$ cat src/rtl/axis_arb_pkg.sv
// Shared types and helpers for the packet-level AXI-Stream round-robin arbiter.
// rr_pick works on a fixed MAX_SRC-wide request vector so any arbiter up to 16 ports can reuse it.
package axis_arb_pkg;

  localparam int MAX_SRC = 16;
  localparam int MAX_GW  = $clog2(MAX_SRC);

  typedef enum logic {IDLE, LOCK} arb_state_e;

  // Offset n is the previous owner itself, so it only wins when it is the sole requester.
  function automatic logic [MAX_GW-1:0] rr_pick(input logic [MAX_SRC-1:0] req,
                                                input logic [MAX_GW-1:0]  last,
                                                input int                 n);
    logic [MAX_GW-1:0] r;
    int k;
    r = last;
    for (int i = MAX_SRC; i >= 1; i--) begin
      if (i <= n) begin
        k = (int'(last) + i) % n;
        if (req[k[MAX_GW-1:0]]) r = k[MAX_GW-1:0];
      end
    end
    return r;
  endfunction

endpackage

$ cat src/rtl/axis_rr_picker.sv
// Combinational round-robin priority encoder: the search starts just after i_last and wraps.
module axis_rr_picker
  import axis_arb_pkg::*;
#(
  parameter int N = 4
) (
  input  logic [N-1:0]         i_req,
  input  logic [$clog2(N)-1:0] i_last,
  output logic                 o_valid,
  output logic [$clog2(N)-1:0] o_idx
);
  localparam int GW = $clog2(N);

  logic [MAX_SRC-1:0] w_req;
  logic [MAX_GW-1:0]  w_last;
  logic [MAX_GW-1:0]  w_pick;

  always_comb begin
    w_req          = '0;
    w_req[N-1:0]   = i_req;
    w_last         = '0;
    w_last[GW-1:0] = i_last;
  end

  assign w_pick  = rr_pick(w_req, w_last, N);
  assign o_valid = |i_req;
  assign o_idx   = w_pick[GW-1:0];

endmodule

$ cat src/rtl/axis_rr_arbiter.sv
// Packet-level round-robin AXI-Stream arbiter: NUM_SRC sources share one master port.
// The grant is held from arbitration until the owner's TLAST beat is accepted.
module axis_rr_arbiter
  import axis_arb_pkg::*;
#(
  parameter int NUM_SRC     = 4,
  parameter int TDATA_WIDTH = 8,
  parameter int TDEST_WIDTH = 8,
  parameter int TUSER_WIDTH = 1,
  parameter int TID_WIDTH   = 8
) (
  input  logic                               ACLK,
  input  logic                               ARESET,
  input  logic [NUM_SRC-1:0]                 S_TVALID,
  output logic [NUM_SRC-1:0]                 S_TREADY,
  input  logic [NUM_SRC*TDATA_WIDTH-1:0]     S_TDATA,
  input  logic [NUM_SRC*TDATA_WIDTH/8-1:0]   S_TKEEP,
  input  logic [NUM_SRC*TDATA_WIDTH/8-1:0]   S_TSTRB,
  input  logic [NUM_SRC-1:0]                 S_TLAST,
  input  logic [NUM_SRC*TID_WIDTH-1:0]       S_TID,
  input  logic [NUM_SRC*TDEST_WIDTH-1:0]     S_TDEST,
  input  logic [NUM_SRC*TUSER_WIDTH-1:0]     S_TUSER,
  output logic                               M_TVALID,
  input  logic                               M_TREADY,
  output logic [TDATA_WIDTH-1:0]             M_TDATA,
  output logic [TDATA_WIDTH/8-1:0]           M_TKEEP,
  output logic [TDATA_WIDTH/8-1:0]           M_TSTRB,
  output logic                               M_TLAST,
  output logic [TID_WIDTH-1:0]               M_TID,
  output logic [TDEST_WIDTH-1:0]             M_TDEST,
  output logic [TUSER_WIDTH-1:0]             M_TUSER,
  output logic [$clog2(NUM_SRC)-1:0]         GRANT,
  output logic                               BUSY
);
  localparam int GW = $clog2(NUM_SRC);
  localparam int KW = TDATA_WIDTH / 8;

  arb_state_e       r_state;
  logic [GW-1:0]    r_grant;
  logic [GW-1:0]    r_last;
  logic             w_pick_vld;
  logic [GW-1:0]    w_pick_idx;
  logic             w_busy;

  logic [TDATA_WIDTH-1:0] w_data [NUM_SRC];
  logic [KW-1:0]          w_keep [NUM_SRC];
  logic [KW-1:0]          w_strb [NUM_SRC];
  logic [TID_WIDTH-1:0]   w_id   [NUM_SRC];
  logic [TDEST_WIDTH-1:0] w_dest [NUM_SRC];
  logic [TUSER_WIDTH-1:0] w_user [NUM_SRC];

  for (genvar g = 0; g < NUM_SRC; g++) begin : g_src
    assign w_data[g] = S_TDATA[g*TDATA_WIDTH +: TDATA_WIDTH];
    assign w_keep[g] = S_TKEEP[g*KW +: KW];
    assign w_strb[g] = S_TSTRB[g*KW +: KW];
    assign w_id[g]   = S_TID[g*TID_WIDTH +: TID_WIDTH];
    assign w_dest[g] = S_TDEST[g*TDEST_WIDTH +: TDEST_WIDTH];
    assign w_user[g] = S_TUSER[g*TUSER_WIDTH +: TUSER_WIDTH];
  end

  axis_rr_picker #(.N(NUM_SRC)) u_pick (
    .i_req   (S_TVALID),
    .i_last  (r_last),
    .o_valid (w_pick_vld),
    .o_idx   (w_pick_idx)
  );

  assign w_busy = (r_state == LOCK);
  assign BUSY   = w_busy;
  assign GRANT  = r_grant;

  // Everything is gated by the state register, so an async reset clears the port at once.
  always_comb begin
    S_TREADY = '0;
    M_TVALID = 1'b0;
    M_TDATA  = '0;
    M_TKEEP  = '0;
    M_TSTRB  = '0;
    M_TLAST  = 1'b0;
    M_TID    = '0;
    M_TDEST  = '0;
    M_TUSER  = '0;
    if (w_busy) begin
      S_TREADY[r_grant] = M_TREADY;
      M_TVALID = S_TVALID[r_grant];
      M_TDATA  = w_data[r_grant];
      M_TKEEP  = w_keep[r_grant];
      M_TSTRB  = w_strb[r_grant];
      M_TLAST  = S_TLAST[r_grant];
      M_TID    = w_id[r_grant];
      M_TDEST  = w_dest[r_grant];
      M_TUSER  = w_user[r_grant];
    end
  end

  always_ff @(posedge ACLK or posedge ARESET) begin
    if (ARESET) begin
      r_state <= IDLE;
      r_grant <= '0;
      r_last  <= GW'(NUM_SRC - 1);
    end else begin
      case (r_state)
        IDLE: if (w_pick_vld) begin
          r_grant <= w_pick_idx;
          r_state <= LOCK;
        end
        LOCK: if (M_TVALID && M_TREADY && M_TLAST) begin
          r_last  <= r_grant;
          r_state <= IDLE;
        end
        default: r_state <= IDLE;
      endcase
    end
  end

endmodule
$ cat config.mk
export PLATFORM = sky130hd
export DESIGN_NAME = axis_rr_arbiter
export DESIGN_NICKNAME = d
export VERILOG_FILES = /design/src/rtl/axis_arb_pkg.sv /design/src/rtl/axis_rr_picker.sv /design/src/rtl/axis_rr_arbiter.sv
export SDC_FILE = /design/constraint.sdc
export NUM_CORES = 1
export LEC_CHECK = 0
export CORE_MARGIN = 4
export CORE_UTILIZATION = 28
export DETAILED_ROUTE_END_ITERATION = 6
export PLACE_DENSITY = 0.88
export SYNTH_ARGS = -nofsm -noshare
export SYNTH_HDL_FRONTEND = slang
export SYNTH_HIERARCHICAL = 1
export SYNTH_SLANG_ARGS = --single-unit
$ cat constraint.sdc
create_clock -name ACLK -period 5.4 [get_ports ACLK]
set_input_delay 1.35 -clock ACLK [delete_from_list [all_inputs] [get_ports ACLK]]
set_output_delay 1.35 -clock ACLK [all_outputs]
set_load 0.05 [all_outputs]
==> impl_metrics.tcl <==
set metrics [dict create \
    antennaDiodeCount 0 \
    crit_top_cell "clkdlybuf4s50_1" \
    cp_max_fo 5 \
    finalCritPeriodShare_pct 85.0 \
    yosys_warnings 6 \
    area_delta_synth_final_pct 135 \
    finalSetupViolCount 0 \
    numPortBuffers 154 \
    hold_viol 0 \
    viasPerCell 5.01 \
    grt_pass1_wl_um 8340 \
    synth_top_area_cell "mux4_2" \
    ys_ff_latch 5 \
    initial_core_util_pct 29.5 \
    rsz0062_at_grt "false" \
    min_path_type "reg2reg" \
    design_area_um2 2810 \
    synth_area_um2 1200 \
    drt-pass1-iter-count 5 \
    clkSinkCount 5 \
    cpMaxStageDelayCell "clkdlybuf4s50_1" \
    syn_avg_cell_area_um2 11.5 \
    grt_pass1_vias 1736 \
    grt_usage_pct 20.5 \
    holdWs_ns 0.634 \
    cts.path.max_buffers 2 \
    grt_overflow 0 \
    slew_headroom_pct 40.9 \
    leakage_nw 1.01 \
    vias 1522 \
    h-tree-depth 1 \
    clockRootBuffer "clkbuf_8" \
    dieArea_um2 5390 \
    cp.required_ns 4.05 \
    cts_buffers 3 \
    die_x_um 73.4 \
    grt_max_degree 36 \
    cts_tree "built" \
    ant_nets 0 \
    syn_nets 223 \
    place_area_um2 2770 \
    fp.dieH_um 73.4 \
    synth_cells 104 \
    p_total_w 0.00163 \
    antenna_found_initial 0 \
    cts_resized 0 \
    ys_seq_area_share_pct 10.7 \
    outcome "complete, no violations" \
    final_max_slew_viol_count 0 \
    fin_cells 304 \
    slowest_delay_ns 0.71 \
    hpwl_um 5010 \
    clock_latency_ns 0.22 \
    grt_use_met1_pct 20.3 \
    power_density_nw_per_um2 580 \
    r2r_cells 4 \
    post-cts-setup-buffers 0 \
    finClkSkew_ns 0.00197 \
    layout.nets 374 \
    yosys.area.top_type_share_pct 54.5 \
    wl_um 5760 \
    wl_per_cell_um 18.9 \
    drt_iter0_markers 65 \
    drv_cap 0 \
    ios 155 \
    end_kind "output pin" \
    cts_hold_buf 0 \
    row_count 23 \
    fin_setup_tns_ns 0 \
    top_usage_layer "met2" \
    core_um2 4060 \
    dpl.cell_count 300 \
    worst_pin_slew_ns 0.887 \
    drc 0 \
    ys_types 24 \
    vdd_ir_drop_max_v 0.000320 \
    critical_path_arrival_ns 3.24 \
    place_congestion 0.745 \
    grtUsageMet3_pct 7.39 \
    crit_chain "clkdlybuf4s50_1 -> mux4_2 -> and2_1 -> clkdlybuf4s50_1" \
    final.min_clock_period_ns 4.59 \
    drive_above_1_share_pct 15.7 \
    cp-start-kind "input port" \
    worstSetupPathType "in2out" \
    fmax_ghz 0.218 \
    whs_path_depth 4 \
    synth.area.top_cells "mux4_2 55%, and2_1 15%, dfrtp_1 6.3%, dfstp_2 4.4%, mux2_1 1.9%" \
    grtUsageMet2_pct 38.7 \
    clkTransAtPathRegs_ns 0.04 \
]
cell type report:
cell class | count | area, µm²
Clock buffer | 4 | 45.0
Fill cell | 344 | 1250
Inverter | 3 | 11.3
Multi-Input combinational cell | 85 | 998
Sequential cell | 5 | 129
Tap cell | 50 | 62.6
Timing Repair Buffer | 157 | 1560
Yosys cell counts (all sizes together):
cell,count
and2,29
o21ai,1
mux2i,1
o21a,1
dfrtp,3
dfstp,2
clkbuf,5
buf,6
a32oi,1
a21oi,2
nand2b,1
nor2b,1
nand2,6
inv,3
nand3,1
mux2,3
nor2,4
nand4,1
a31oi,1
mux4,29
nor3,3
flip-flops by register name (all words and copies together) (netlist names):
name and flops:
r_last 2, GRANT 2, BUSY 1
worst max-delay path, delay by kind of cell:
| family | cells | cell delay (ns) |
|---|---|---|
| buf+inv | 2 | 1.18 |
| mux | 1 | 0.53 |
| simple gates | 1 | 0.18 |
power by group:
part           switching, W  total [W]  internal (W)
sequential        0.0000832   0.000144     0.0000604
clock             0.0000186  0.0000693     0.0000507
combinational      0.000798    0.00142      0.000619
worst paths after layout:
| path | from | slack (ns) | end |
|---|---|---|---|
| setup / recovery | S_TVALID[3] | 0.81 | M_TVALID |
| hold / removal | r_last[0] | 0.63 | GRANT[0] |
| setup reg to reg | GRANT[0] | 3.29 | r_last[1] |
| hold reg to reg | r_last[0] | 0.63 | GRANT[0] |
| max in group asynchronous | ARESET | 3.84 | r_last[1] |
| min in group asynchronous | ARESET | 1.32 | BUSY |
through the flow:
| stage | setup slack [ns] | util (%) |
|---|---|---|
| after floorplan | 1.57 | - |
| after global placement | 0.836 | 68.1 |
| after detailed placement | 0.815 | 68.1 |
| after CTS | 0.815 | 69.3 |
| after global routing | 0.772 | 69.3 |
| final | 0.813 | 69.3 |
kinds of logic (layout without fill, tap and decap cells):
| family | Yosys count | in the layout | share of synthesized area, % |
|---|---|---|---|
| and+or+nand+nor | 46 | 46 | 22.0 |
| buffers and inverters | 14 | 164 | 5.96 |
| AOI/OAI and AO/OA | 6 | 6 | 3.14 |
| DFF | 5 | 5 | 10.7 |
| muxes | 33 | 33 | 58.2 |
routing by layer:
layer,vias up,wire length (µm)
met3,18,684
li1,704,-
met2,106,3000
met5,-,0
met4,0,187
met1,694,1890
cells in the final DEF (no fill, tap or decap), types with 2 or more instances in the layout:
master	synthesis	final
buf_4	2	3
a21oi_1	2	2
nor3_1	3	3
nand2_1	6	6
dfstp_2	2	2
and2_1	29	29
inv_1	3	3
mux4_2	29	29
dfrtp_1	3	2
clkbuf_8	0	3
clkdlybuf4s50_1	0	154
nor2_1	4	4
mux2_1	2	2
Power figures use the tool's default switching activity.
